$ cat src/rtl/i2c_target_responder.sv
// I2C target with a small byte-wide register file: pointer byte then data on write,
// sequential reads from the pointer, pointer kept across transactions.
module i2c_target_responder #(
    parameter logic [6:0] TARGET_ADDR = 7'h22,
    parameter int         DEPTH       = 16,
    localparam int        PW          = $clog2(DEPTH)
) (
    input  logic          clk_i,
    input  logic          rst_i,
    input  logic          scl_i,
    input  logic          sda_i,
    output logic          sda_oe_o,
    input  logic          ld_en_i,
    input  logic [PW-1:0] ld_addr_i,
    input  logic [7:0]    ld_data_i,
    output logic          wr_valid_o,
    output logic [PW-1:0] wr_addr_o,
    output logic [7:0]    wr_data_o,
    output logic          busy_o
);

    typedef enum logic [2:0] {
        IDLE, ADDR, ADDR_ACK, RX, RX_ACK, TX, TX_ACK, WAIT_STOP
    } state_t;

    state_t state, state_n;

    logic [1:0] scl_sync, sda_sync;
    logic       scl_hist, sda_hist;
    logic [1:0] settle;
    logic       armed, scl, sda;
    logic       scl_rise, scl_fall, start, stop;

    logic [3:0]            bit_cnt, bit_cnt_n;
    logic [7:0]            shreg, shreg_n;
    logic [7:0]            tx_byte, tx_byte_n;
    logic [PW-1:0]         ptr, ptr_n;
    logic                  ptr_byte, ptr_byte_n;
    logic                  rw, rw_n;
    logic                  sda_oe, sda_oe_n;
    logic                  busy, busy_n;
    logic                  rx_we;
    logic [DEPTH-1:0][7:0] regfile;

    always_ff @(posedge clk_i or posedge rst_i) begin
        if (rst_i) begin
            scl_sync <= 2'b11;
            sda_sync <= 2'b11;
            scl_hist <= 1'b1;
            sda_hist <= 1'b1;
            settle   <= 2'd0;
        end else begin
            scl_sync <= {scl_sync[0], scl_i};
            sda_sync <= {sda_sync[0], sda_i};
            scl_hist <= scl_sync[1];
            sda_hist <= sda_sync[1];
            if (settle != 2'd3) settle <= settle + 2'd1;
        end
    end

    // Edges are ignored until the synchronizer chain holds only post-reset bus samples,
    // so a bus caught mid-transfer cannot fake a START.
    assign armed    = (settle == 2'd3);
    assign scl      = scl_sync[1];
    assign sda      = sda_sync[1];
    assign scl_rise = armed & scl & ~scl_hist;
    assign scl_fall = armed & ~scl & scl_hist;
    assign start    = armed & scl & scl_hist & sda_hist & ~sda;
    assign stop     = armed & scl & scl_hist & ~sda_hist & sda;

    always_comb begin
        state_n    = state;
        bit_cnt_n  = bit_cnt;
        shreg_n    = shreg;
        tx_byte_n  = tx_byte;
        ptr_n      = ptr;
        ptr_byte_n = ptr_byte;
        rw_n       = rw;
        sda_oe_n   = sda_oe;
        busy_n     = busy;
        rx_we      = 1'b0;
        if (stop) begin
            state_n  = IDLE;
            sda_oe_n = 1'b0;
            busy_n   = 1'b0;
        end else if (start) begin
            state_n   = ADDR;
            bit_cnt_n = 4'd0;
            sda_oe_n  = 1'b0;
        end else begin
            case (state)
                ADDR, RX: begin
                    if (scl_rise) begin
                        shreg_n   = {shreg[6:0], sda};
                        bit_cnt_n = bit_cnt + 4'd1;
                    end else if (scl_fall && bit_cnt == 4'd8) begin
                        if (state == RX) begin
                            state_n  = RX_ACK;
                            sda_oe_n = 1'b1;
                            if (ptr_byte) begin
                                ptr_n      = shreg[PW-1:0];
                                ptr_byte_n = 1'b0;
                            end else begin
                                rx_we = 1'b1;
                                ptr_n = ptr + PW'(1);
                            end
                        end else if (shreg[7:1] == TARGET_ADDR) begin
                            state_n  = ADDR_ACK;
                            sda_oe_n = 1'b1;
                            rw_n     = shreg[0];
                            busy_n   = 1'b1;
                        end else begin
                            state_n = WAIT_STOP;
                            busy_n  = 1'b0;
                        end
                    end
                end
                ADDR_ACK: begin
                    if (scl_fall) begin
                        bit_cnt_n = 4'd0;
                        if (rw) begin
                            state_n   = TX;
                            tx_byte_n = regfile[ptr];
                            sda_oe_n  = ~regfile[ptr][7];
                        end else begin
                            state_n    = RX;
                            sda_oe_n   = 1'b0;
                            ptr_byte_n = 1'b1;
                        end
                    end
                end
                RX_ACK: begin
                    if (scl_fall) begin
                        state_n   = RX;
                        sda_oe_n  = 1'b0;
                        bit_cnt_n = 4'd0;
                    end
                end
                TX: begin
                    if (scl_rise) begin
                        bit_cnt_n = bit_cnt + 4'd1;
                    end else if (scl_fall) begin
                        if (bit_cnt == 4'd8) begin
                            state_n  = TX_ACK;
                            sda_oe_n = 1'b0;
                            ptr_n    = ptr + PW'(1);
                        end else begin
                            sda_oe_n = ~tx_byte[3'd7 - bit_cnt[2:0]];
                        end
                    end
                end
                TX_ACK: begin
                    // A NACK ends the read at once; an ACK holds here until SCL falls.
                    if (scl_rise && sda) begin
                        state_n = WAIT_STOP;
                    end else if (scl_fall) begin
                        state_n   = TX;
                        bit_cnt_n = 4'd0;
                        tx_byte_n = regfile[ptr];
                        sda_oe_n  = ~regfile[ptr][7];
                    end
                end
                default: ;
            endcase
        end
    end

    always_ff @(posedge clk_i or posedge rst_i) begin
        if (rst_i) begin
            state      <= IDLE;
            bit_cnt    <= 4'd0;
            shreg      <= 8'h00;
            tx_byte    <= 8'h00;
            ptr        <= '0;
            ptr_byte   <= 1'b0;
            rw         <= 1'b0;
            sda_oe     <= 1'b0;
            busy       <= 1'b0;
            wr_valid_o <= 1'b0;
            wr_addr_o  <= '0;
            wr_data_o  <= 8'h00;
            regfile    <= '0;
        end else begin
            state      <= state_n;
            bit_cnt    <= bit_cnt_n;
            shreg      <= shreg_n;
            tx_byte    <= tx_byte_n;
            ptr        <= ptr_n;
            ptr_byte   <= ptr_byte_n;
            rw         <= rw_n;
            sda_oe     <= sda_oe_n;
            busy       <= busy_n;
            wr_valid_o <= rx_we;
            if (rx_we) begin
                wr_addr_o <= ptr;
                wr_data_o <= shreg;
            end
            for (int i = 0; i < DEPTH; i++) begin
                if (rx_we && ptr == PW'(i))
                    regfile[i] <= shreg;
                else if (ld_en_i && ld_addr_i == PW'(i))
                    regfile[i] <= ld_data_i;
            end
        end
    end

    assign sda_oe_o = sda_oe;
    assign busy_o   = busy;

endmodule

$ cat config.mk
export PLATFORM = sky130hd
export DESIGN_NAME = i2c_target_responder
export DESIGN_NICKNAME = d
export VERILOG_FILES = /design/src/rtl/i2c_target_responder.sv
export SDC_FILE = /design/constraint.sdc
export NUM_CORES = 1
export LEC_CHECK = 0
export CELL_PAD_IN_SITES_DETAIL_PLACEMENT = 0
export CELL_PAD_IN_SITES_GLOBAL_PLACEMENT = 2
export CORE_MARGIN = 5
export CORE_UTILIZATION = 44
export CTS_CLUSTER_SIZE = 30
export DETAILED_ROUTE_END_ITERATION = 8
export DONT_BUFFER_PORTS = 1
export PLACE_DENSITY_LB_ADDON = 0.1
export SLEW_MARGIN = 25
export SYNTH_ARGS = -nofsm -noshare
export SYNTH_HDL_FRONTEND = slang
export SYNTH_SLANG_ARGS = --single-unit
export TNS_END_PERCENT = 100
$ cat constraint.sdc
create_clock -name clk_i -period 8.7 [get_ports clk_i]
set_clock_uncertainty 0.1 [all_clocks]
set_input_delay 1.74 -clock clk_i [delete_from_list [all_inputs] [get_ports clk_i]]
set_output_delay 1.74 -clock clk_i [all_outputs]
set_load 0.05 [all_outputs]
==> metrics.md <==
| Metric | Value |
|---|---|
| Chip Width | `roughly 160 um` |
| Worst endpoint required time | `about 8.9 ns` |
| Vias in the first global route | `~6700` |
| Clock power frac | `29.9%` |
| Unrepaired setup endpoints after global routing | `false` |
| Register Area | `about 4500 um^2` |
| Setup slack after placement | `4.89 ns` |
| Pwr Density | `248 nW/um^2` |
| Largest net degree at the start of global routing | `106` |
| Layout Nets | `around 860` |
| Root Driver | `clkbuf_16` |
| Drt drc | `0` |
| Arr. time, crit path | `between 3 and 4 ns` |
| Antenna cells | `0` |
| Combinational share of power | `around 24%` |
| CTS Buf Count | `17` |
| Psw | `887 uW` |
| Crit Path Max Fanout | `8` |
| Crit Path Class | `in -> reg` |
| ANT nets after route | `0` |
| Fin area | `between 10000 and 15000 um^2` |
| YS warnings | `0` |
| GRT overflow | `0` |
| Fin. Hold Viols | `0` |
| Startpoint types | `input port` |
| Post-DR wirelength/cell | `24.2 um` |
| Synth top area share | `44.8%` |
| Multi-input gate area | `around 4900 um^2` |
| Final wirelength | `~27000 um` |
| DPL Wire Length | `17600 um` |
| Filler instances | `roughly 2000` |
| Post-layout min period | `approximately 3.3 ns` |
| Via count | `roughly 6700` |
| Worst skew pair latency | `between 0.4 and 0.5 ns` |
| Reg2reg setup slack | `5.65 ns` |
| Seq/Total Area, Yosys | `between 40% and 50%` |
| Synth Flop Type | `dfrtp_1` |
| Die height | `around 160 um` |
| 1st-iter DRT viols | `roughly 380` |
| Final period utilization | `38.2%` |
| Port Buffers | `0` |
| Max Slew Vio Count | `0` |
| Leakage | `4.56 nW` |
| Seq cells post-synth | `between 150 and 200` |
| Number of synthesized flops with an enable pin | `0` |
| Post-Synthesis Cells | `around 880` |
| Initial antenna violation count | `0` |
| # hold bufs at CTS | `0` |
| Row count | `54` |
| Synth area leader | `dfrtp_1` |
| Seq pwr share | `45.8%` |
| Area grow syn2layout | `7.41%` |
| Setup WS post-layout | `approximately 5.4 ns` |
| Starting density of the core | `approximately 45%` |
| Max VDD drop | `~0.11 mV` |
| Worst rel slew slack | `a little over a quarter` |
| Max-cap check violation count | `0` |
| Most common cell after layout, fill and taps aside | `dfrtp_1` |
| Share of layout cells above drive strength 1 | `between 10% and 20%` |
| Synth area leaders | `dfrtp_1, mux2i_1, a21oi_1, nor2_1, mux4_2` |
| Max frequency | `about 300 MHz` |
| First-pass GRT wire length | `42100 um` |
| Outcome | `completed` |
| Cells after DPL | `~1100` |
| Clk sink count | `180` |
| Ys async rst share | `between 90% and 100%` |
| Switching part of the total | `34.3%` |
| Ports | `32` |
| Clock transition at path regs | `0.07 ns` |
| H-tree depth | `4` |
| Crit. End Element | `register` |
| Max Buffers Root-to-Sink | `2` |
| First drt pass iteration count | `5` |
| Post-synthesis cell area | `roughly 9700 um^2` |
| TritonCTS clock tree | `built` |
| Most frequent cells in the layout | `dfrtp_1, nor2_1, a21oi_1` |
| Core area | `21800 um^2` |
| Post-synth cell types | `a little over 60` |
| Mapped Nets | `~900` |
| Buffer count from post-CTS setup fixing | `0` |
| Final setup vio count | `0` |
| GR Util All Layers | `a little over a fifth` |
| Worst Max-Slew Pin Slew | `1.09 ns` |
| Fin cells | `roughly 1100` |
| Placed inst area | `between 9000 and 10000 um^2` |
| Power Total | `between 2 and 3 mW` |
| Cts repair resizes | `0` |
| Vias per cell | `a little under 6` |
| HP Class | `reg -> reg` |
| Internal | `1.70 mW` |
| Die area | `about 25000 um^2` |
| Routability congestion estimate | `0.849` |
| Setup TNS | `0 ns` |
| Avg Synthesized Cell Area | `between 10 and 15 um^2` |
[metal layers]
metal | GRT usage (%) | part of all wire [%] | vias up
li1 | - | - | 3096
met1 | 29.6 | 45 | 3424
met2 | 36.4 | 50 | 140
met3 | 3.16 | 3.5 | 20
met4 | 5.71 | 1.5 | 0
met5 | 0 | 0 | -
[registers in the layout, summed over array words and instances (netlist names), 2 cells and up]
signal	flops
scl_sync	2
regfile	128
wr_addr_o	4
bit_cnt	4
shreg	8
settle	2
state	3
tx_byte	8
sda_sync	2
wr_data_o	8
ptr	4
[kinds of logic (layout without fill, tap and decap cells)]
group	Yosys count	after routing	share of synthesized area, %
XOR/XNOR	3	3	0.270
buffers and inverters	78	52	3.77
flip-flops	180	180	46.4
AND/OR/NAND/NOR	231	231	11.2
AO/OA/AOI/OAI	172	172	9.62
multiplexers	206	206	27.8
adder cells (fa/ha/maj)	7	7	0.900
[cell type report]
| cell class | count | area share [%] |
|---|---|---|
| Tap cell | 280 | 3.35 |
| Clock buffer | 17 | 4.07 |
| Sequential cell | 180 | 43.2 |
| Multi-Input combinational cell | 619 | 46.6 |
| Clock inverter | 15 | 1.58 |
| Inverter | 10 | 0.431 |
| Timing Repair Buffer | 10 | 0.754 |
[worst max-delay path: stages]
cell     delay (ns)
nor3b_1        0.56
nor2b_1        0.85
mux2i_1        0.27
a21oi_1        0.09
[through the flow]
| step | hold WS, ns | util (%) |
|---|---|---|
| 2_1_floorplan | 0.245 | - |
| 4_1_cts | 0.264 | 47.8 |
| 3_5_place_dp | 0.253 | 45.1 |
| 3_3_place_gp | 0.247 | 45.1 |
| 6_report | 0.264 | 47.9 |
| 5_1_grt | 0.264 | 47.9 |
[synthesized netlist by cell type (10+ instances only)]
master and count:
nand2_1 11, a21oi_1 138, inv_1 10, nor2_1 153, nand2b_1 11, mux2i_1 133
mux2_1 11, clkbuf_1 43, mux4_2 23, mux4_1 17, mux2_2 14, nand3_1 17
dfrtp_1 174
[power by group through the flow]
stage                     sequential, mW  clock (mW)  combinational (mW)
after floorplan                     1.12           0               0.509
after global placement              1.19           0               0.613
after detailed placement            1.20           0               0.630
after CTS                           1.18       0.788               0.631
after global routing                1.21       0.816               0.690
final                               1.18       0.772               0.630
[worst paths after layout]
path / startpoint / endpoint / cells after the start
max: ld_addr_i[3] / regfile[30] / 4
min: sda_sync[0] / sda_sync[1] / 0
max reg2reg: bit_cnt[0] / regfile[103] / 8
min reg2reg: sda_sync[0] / sda_sync[1] / 0
max in group asynchronous: rst_i / regfile[127] / 2
min in group asynchronous: rst_i / bit_cnt[2] / 1
(Power assumes the default switching activity.)
